[config.mk]
export PLATFORM = sky130hd
export DESIGN_NAME = wm8731_config_seq
export DESIGN_NICKNAME = d
export VERILOG_FILES = /design/src/rtl/wm8731_config_seq.sv
export SDC_FILE = /design/constraint.sdc
export NUM_CORES = 1
export LEC_CHECK = 0
export CAP_MARGIN = 10
export CORE_ASPECT_RATIO = 0.7
export CORE_MARGIN = 2
export CORE_UTILIZATION = 61
export DETAILED_ROUTE_END_ITERATION = 12
export GPL_TIMING_DRIVEN = 0
export PLACE_DENSITY = 0.86
export SLEW_MARGIN = 20
export SYNTH_ARGS = -nofsm -noshare
export SYNTH_HDL_FRONTEND = slang
export SYNTH_SLANG_ARGS = --single-unit
[constraint.sdc]
create_clock -name clk -period 4.3 [get_ports clk]
set_clock_uncertainty 0.05 [all_clocks]
set_input_delay 0.86 -clock clk [delete_from_list [all_inputs] [get_ports clk]]
set_output_delay 0.86 -clock clk [all_outputs]
set_load 0.02 [all_outputs]
[src/rtl/wm8731_config_seq.sv]
// rtl/wm8731_config_seq.sv - WM8731 power-up register sequencer over the 2-wire control bus
module wm8731_config_seq #(
  parameter logic [6:0] DEV_ADDR  = 7'h1A,
  parameter int         RETRY_MAX = 3
) (
  input  logic       clk,
  input  logic       reset,
  input  logic [1:0] quart,
  input  logic [4:0] nbit,
  input  logic       start,
  input  logic       sda_in,
  output logic       sclk,
  output logic       sda_oe,
  output logic       busy,
  output logic       done,
  output logic       error,
  output logic [3:0] idx
);

  localparam int RW = (RETRY_MAX < 1) ? 1 : $clog2(RETRY_MAX + 1);

  typedef enum logic [2:0] {IDLE, ALIGN, FRAME, DONE, ERR} state_t;

  state_t        state;
  logic [1:0]    quart_q;
  logic          armed;
  logic          nack;
  logic [RW-1:0] retry;
  logic          tick;
  logic [23:0]   frame_word;
  logic [4:0]    bsel;
  logic          bus_sclk;
  logic          bus_oe;
  logic          ack_slot;

  // {addr[6:0], data[8:0]} for each table entry
  function automatic logic [15:0] reg_entry(input logic [3:0] i);
    case (i)
      4'd0:    reg_entry = {7'h0F, 9'h000};
      4'd1:    reg_entry = {7'h00, 9'h017};
      4'd2:    reg_entry = {7'h01, 9'h017};
      4'd3:    reg_entry = {7'h02, 9'h079};
      4'd4:    reg_entry = {7'h03, 9'h079};
      4'd5:    reg_entry = {7'h04, 9'h012};
      4'd6:    reg_entry = {7'h05, 9'h000};
      4'd7:    reg_entry = {7'h06, 9'h000};
      4'd8:    reg_entry = {7'h07, 9'h002};
      4'd9:    reg_entry = {7'h08, 9'h000};
      4'd10:   reg_entry = {7'h09, 9'h001};
      default: reg_entry = 16'h0000;
    endcase
  endfunction

  assign tick       = (quart != quart_q);
  assign frame_word = {DEV_ADDR, 1'b0, reg_entry(idx)};

  // Bus levels the current slot/quarter calls for
  always_comb begin
    bus_sclk = 1'b1;
    bus_oe   = 1'b0;
    ack_slot = 1'b0;
    bsel     = 5'd0;
    if (nbit == 5'd0) begin
      bus_oe = quart[1];
    end else if (nbit == 5'd28) begin
      bus_sclk = (quart != 2'd0);
      bus_oe   = ~quart[1];
    end else if (nbit < 5'd28) begin
      bus_sclk = quart[0] ^ quart[1];
      if (nbit == 5'd9 || nbit == 5'd18 || nbit == 5'd27) begin
        ack_slot = 1'b1;
      end else begin
        if (nbit < 5'd9)       bsel = 5'd24 - nbit;
        else if (nbit < 5'd18) bsel = 5'd25 - nbit;
        else                   bsel = 5'd26 - nbit;
        bus_oe = ~frame_word[bsel];
      end
    end
  end

  always_ff @(posedge clk or negedge reset) begin
    if (!reset) begin
      state   <= IDLE;
      quart_q <= 2'd0;
      armed   <= 1'b0;
      nack    <= 1'b0;
      retry   <= '0;
      sclk    <= 1'b1;
      sda_oe  <= 1'b0;
      busy    <= 1'b0;
      done    <= 1'b0;
      error   <= 1'b0;
      idx     <= 4'd0;
    end else begin
      quart_q <= quart;
      // Keeps a start that lands on the first clk out of reset from being taken
      armed   <= 1'b1;
      case (state)
        IDLE, DONE, ERR: begin
          if (start && armed) begin
            state <= ALIGN;
            busy  <= 1'b1;
            done  <= 1'b0;
            error <= 1'b0;
            idx   <= 4'd0;
            retry <= '0;
          end
        end
        ALIGN: begin
          if (tick && nbit == 5'd0 && quart == 2'd0) begin
            state  <= FRAME;
            sclk   <= bus_sclk;
            sda_oe <= bus_oe;
            nack   <= 1'b0;
          end
        end
        FRAME: begin
          if (tick) begin
            sclk   <= bus_sclk;
            sda_oe <= bus_oe;
            if (nbit == 5'd0 && quart == 2'd0)
              nack <= 1'b0;
            else if (ack_slot && quart == 2'd2 && sda_in)
              nack <= 1'b1;
            if (nbit == 5'd31 && quart == 2'd3) begin
              if (!nack) begin
                if (idx == 4'd10) begin
                  state <= DONE;
                  busy  <= 1'b0;
                  done  <= 1'b1;
                end else begin
                  idx   <= idx + 4'd1;
                  retry <= '0;
                end
              end else if (retry < RW'(RETRY_MAX)) begin
                retry <= retry + 1'b1;
              end else begin
                state <= ERR;
                busy  <= 1'b0;
                error <= 1'b1;
              end
            end
          end
        end
        default: state <= IDLE;
      endcase
    end
  end

endmodule

# == After elaboration in Yosys (flattened, before gate mapping) ==
# Memories as Yosys holds them, arrays and structs flattened.
# Cells that the tools add are included.
# word_totals
register_bits,18
rom_bits,176
in_bits,11
out_inout_bits,9
word_cells,145
n_memories,1
# classes
add_sub_neg,5
n_lt_le_gt_ge,5
n_eq_ne,27
muxes,69
n_bitwise,3
reduce_logical,24
# memory_table
memory,depth,width,rd,rd_ports_with_merged_regs,write_ports,line_no,source
(no name shown),16,11,1,0,0,38,case (i)
# op_table
operator,n
6-bit AND reduction,6
1-bit 2-to-1 mux,35
5-bit 2-to-1 mux,6
3-bit 2-to-1 mux,7
"5-bit equality test, second input constant",4
4-bit 2-to-1 mux,5
"2-bit != test, second input constant",9
"3-bit != test, second input constant",5
"5-bit subtractor, first input constant",3
2-bit 2-to-1 mux,6
1-bit one-hot mux with 2 select lines,6
"5-bit less-than comparator, second input constant",2
3-bit one-hot mux with 3 select lines,1
4-bit one-hot mux with 2 select lines,1
1-bit logical AND,7
"3-bit by 2-bit equality test with 1-bit output, second input constant",2
"5-bit by 6-bit less-than comparator with 1-bit output, second input constant",1
2-bit nonzero test,3
1-bit binary-select mux with 5-bit select,1
"5-bit by 4-bit equality test with 1-bit output, second input constant",1
5-bit zero test,1
"5-bit by 4-bit less-than comparator with 1-bit output, second input constant",1
"4-bit by 1-bit adder with 4-bit output, second input constant",1
"2-bit equality test, second input constant",2
other kinds (15),17

# == Depth between registers and ports, before layout ==
# depth
word_depth,16
mapped_depth,11
ltp_nobuf,10

# == Worst setup path after synthesis ==
# Ideal clock, no wire load.
# synth_path
kind,input port to flip-flop
startpoint,input nbit[2]
endpoint,register sda_oe
setup_ps,124
arrival_time_ps,3010
required_ps,4126
slack_ps,1117
stages,11
path_buffers,1
cell_sequence,buf_2 -> inv_1 -> ha_1 -> a21bo_2 -> a21oi_1 -> nor3_1 -> or4_1 -> nand4_1 -> a21oi_1 -> o32a_1 -> o31a_1
# synth_via
elab_chain_len,16
elab_cells_between_ends,33
classes_between,add/sub: 3; order compare: 3; eq/ne: 5; mux: 15; bitwise: 1; reduce/logical: 6
# synth_lines
element,line_no,source
"start, declared",9,"input logic [4:0] nbit,"
"5-bit subtractor, or another cell as far along",75,else bsel = 5'd26 - nbit;
5-bit 2-to-1 mux,74,else if (nbit < 5'd18) bsel = 5'd25 - nbit;
5-bit 2-to-1 mux,73,if (nbit < 5'd9) bsel = 5'd24 - nbit;
5-bit 2-to-1 mux,70,if (nbit == 5'd9 || nbit == 5'd18 || nbit == 5'd27) begin
5-bit 2-to-1 mux,68,end else if (nbit < 5'd28) begin
5-bit 2-to-1 mux,65,end else if (nbit == 5'd28) begin
5-bit 2-to-1 mux,63,if (nbit == 5'd0) begin
1-bit binary-select mux with 5-bit select,76,bus_oe = ~frame_word[bsel];
1-bit 2-to-1 mux (implied by the code),76,
1-bit inverter,76,
1-bit 2-to-1 mux,70,
1-bit 2-to-1 mux,68,
1-bit 2-to-1 mux,65,
1-bit 2-to-1 mux,63,
"1-bit 2-to-1 mux, on equally long branches","118, 110",
1-bit one-hot mux with 2 select lines,98,case (state)
"end signal, assigned",113,sda_oe <= bus_oe;
"end signal, assigned",120,sda_oe <= bus_oe;
"end, declared",13,"output logic sda_oe,"
# Parallel ways exist; a longest one is shown, timed or not. The select of a mux whose other input is x is not followed.
# A chain may end at the register's enable or synchronous reset.

# == Final worst setup path ==
# layout_path
startpoint,input nbit[1]
endpoint,register sda_oe
# Same word-level chain as after synthesis.

==> flow_summary_export.csv <==
group,metric,value,unit
placed_design,place.gp.congestion,0.872,
timing,timing.setup.tns,0,ps
flow_run,cap_violations,0,
yosys,synth_area_leader_cell,"sky130_fd_sc_hd__dfrtp_1",
timing,final-hold-violation-count,0,
critical_path,minimum_setup_slack_among_reg_to_reg_paths,1760,ps
clocking,cts.clk_slew.worst_paths,70,ps
route,top_layer,"met4",
grt,antenna_found_initial,0,
power,power.switching,376,uW
layout,area_growth,15.1,%
hold_path,hold_path.class,"flop to flop",
grt,grt.total_usage,0.259,
route,wl_met1,1.90,mm
layout,layout.nets,270,
critical_path,end_kind,"flop",
clocking,ctsHoldBuffers,0,
critical_path,sort_of_element_at_the_start_of_the_critical_path,"primary input",
die,core,2740,um^2
clocking,tritoncts_num_sinks,18,
placed_design,post-dp-hpwl,2.84,mm
power,sequentialPowerShare,0.294,
critical_path,critPathKind,"primary input to flop",
route,route.detailed.drc,0,
timing,final-setup-viol-count,0,
yosys,seq_area_frac_synth,0.262,
layout,layout_common_cells,"25 x sky130_fd_sc_hd__nor2_1, 21 x sky130_fd_sc_hd__o21ai_0, 19 x sky130_fd_sc_hd__nand2_1",
route,routed-wl-met3,221,um
layout,layout.cells.most_common,"sky130_fd_sc_hd__nor2_1",
layout,final_design_area_no_fill,1990,um^2
yosys,area_share_of_the_largest_cell_type_after_synthesis,0.246,
yosys,post_synthesis_sequential_element_count,18,
yosys,synthDistinctLibCells,52,
timing,slew_headroom,0.451,
timing,grt_setup_unrepaired,"no",
route,wl_per_cell,13.3,um
power,p_sw_frac,0.447,
critical_path,worst-endpoint-arrival,3840,ps
clocking,cts_inserted_buffers,3,
die,die_w,67.6,um
die,fp.dieArea,3280,um^2
die,placement_rows,16,
route,vias,1609,
yosys,synth_edf_count,0,
placed_design,port-buffer-count,17,
clocking,cts_setup_buffers,0,
yosys,syn_inst,220,
clocking,cts_buffer_depth,2,
placed_design,post_dp_cell_area,1940,um^2
clocking,cts-htree-levels,1,
route,drt-vias-per-instance,5.81,
die,dieHeight,48.5,um
layout,post_route_cells_drive_above_1_share,0.0581,
power,vdd_drop_max,0.299,mV
die,initial_utilization,0.630,
critical_path,worst_ep_required_time,4390,ps
power,power.internal,465,uW
route,initialDrtViolationCount,111,
route,drt-total-wl,3.69,mm
critical_path,path_max_fanout,8,
layout,num_antenna_cells,0,
power,combinationalPowerShare,0.559,
clocking,tritoncts,"yes",
power,share_clk_of_total_power,0.147,
yosys,post_synth_instance_area,1730,um^2
power,power_per_cell_area,423,nW/um^2
route,ant_nets,0,
timing,max_clock_freq,0.267,GHz
yosys,synth-main-ff-cell,"sky130_fd_sc_hd__dfrtp_1",
yosys,share_of_flip_flops_with_an_asynchronous_set_or_reset,1.00,
timing,number_of_slew_limit_violations_in_the_final_report,0,
timing,worst_slew_pin_slew,821,ps
power,leakage,0.876,nW
timing,min_period,3740,ps
clocking,worst_skew_pair_latency,260,ps
grt,globalRoute.totalOverflow,0,
clocking,cts-root-buf,"sky130_fd_sc_hd__clkbuf_8",
die,boundaryPins,20,
grt,first_global_vias,1509,
grt,grt_start_max_net_pins,19,
grt,global_route_wire_length_before_repair,6.71,mm
clocking,postCtsResizedCells,0,
status,outcome,"completed",
yosys,yosys_warnings,0,
yosys,synth_area_per_cell,7.85,um^2
timing,period_share,0.870,
route,detail_route.first_pass.iterations,5,
yosys,netlist_top_cells_area,"sky130_fd_sc_hd__dfrtp_1 25%, sky130_fd_sc_hd__ha_1 12%, sky130_fd_sc_hd__o21ai_0 6.1%",
route,met2_wirelength,1.54,mm
yosys,postSynthNetCount,248,
==> synthesized netlist by cell type (all sizes together) (2+ instances only) <==
cell type / instances
nor2: 26
o21ai: 21
nand2: 19
dfrtp: 17
ha: 17
inv: 16
a21oi: 15
a31oi: 8
buf: 7
nand3: 7
nand2b: 6
xnor2: 6
o21a: 5
mux2i: 4
nor2b: 4
a2111oi: 3
nor3: 3
and3: 2
clkbuf: 2
o211ai: 2
o31ai: 2
xor2: 2
==> metrics by stage <==
| stage | setup WS (ps) | hold WS [ps] | total power [mW] | util | instances |
|---|---|---|---|---|---|
| after floorplan | 1120 | 420 | 0.586 | - | 220 |
| after global placement | 360 | 432 | 0.704 | 0.708 | 273 |
| after detailed placement | 335 | 437 | 0.711 | 0.708 | 273 |
| after CTS | 601 | 455 | 0.839 | 0.724 | 277 |
| after global routing | 357 | 489 | 0.927 | 0.724 | 277 |
| final | 558 | 457 | 0.841 | 0.724 | 277 |
==> final timing paths <==
path	from	end	depth (start not counted)
max	nbit[1]	sda_oe	10
min reg2reg	done	done	2
max reg2reg	idx[0]	sda_oe	10
max in group asynchronous	reset	nack	1
min in group asynchronous	reset	sda_oe	1
min	done	done	2
==> critical path: stages <==
cell,delay [ps]
sky130_fd_sc_hd__clkdlybuf4s50_1,640
sky130_fd_sc_hd__inv_1,210
sky130_fd_sc_hd__ha_1,320
sky130_fd_sc_hd__nor2b_1,160
sky130_fd_sc_hd__o211ai_1,210
sky130_fd_sc_hd__o21ai_0,230
sky130_fd_sc_hd__a2111oi_0,420
sky130_fd_sc_hd__a221oi_1,170
sky130_fd_sc_hd__o32a_1,320
sky130_fd_sc_hd__o31a_1,290
==> power groups by stage <==
| stage | Clock [mW] | Sequential, mW | Combinational (mW) |
|---|---|---|---|
| 2_1_floorplan | 0 | 0.263 | 0.323 |
| 3_3_place_gp | 0 | 0.249 | 0.455 |
| 3_5_place_dp | 0 | 0.250 | 0.461 |
| 4_1_cts | 0.126 | 0.247 | 0.466 |
| 5_1_grt | 0.134 | 0.252 | 0.540 |
| 6_report | 0.124 | 0.247 | 0.470 |
==> state kept, by name, indices dropped and copies added, names as in the netlist <==
register	count
armed	1
busy	1
done	1
error	1
idx	4
nack	1
quart_q	2
retry	2
sclk	1
sda_oe	1
state	3
==> logic make-up (layout without fill, tap and decap cells) <==
group / Yosys count / count (layout) / synth area share
AND/OR/NAND/NOR: 76 / 76 / 0.220
AO/OA/AOI/OAI: 70 / 70 / 0.258
buffers and inverters: 25 / 46 / 0.0652
flip-flops: 18 / 18 / 0.262
adder cells (fa/ha/maj): 17 / 17 / 0.123
XOR/XNOR: 8 / 8 / 0.0406
multiplexers: 5 / 5 / 0.0297
other: 1 / 1 / 0.00217
==> per-layer routing <==
| layer | up-vias | GRT usage |
|---|---|---|
| met1 | 735 | 0.409 |
| met2 | 45 | 0.369 |
| met3 | 7 | 0.0488 |
| li1 | 822 | - |
| met4 | 0 | 0.0408 |
| met5 | - | 0 |
==> area by class of cell <==
type	instances	area [um^2]
multi-input combinational	177	1160
fill	221	756
sequential	18	452
timing repair buffer	17	170
inverter	16	60.1
buffer	9	52.6
clock buffer	4	45.0
tap	36	45.0
(Power assumes the default switching activity.)
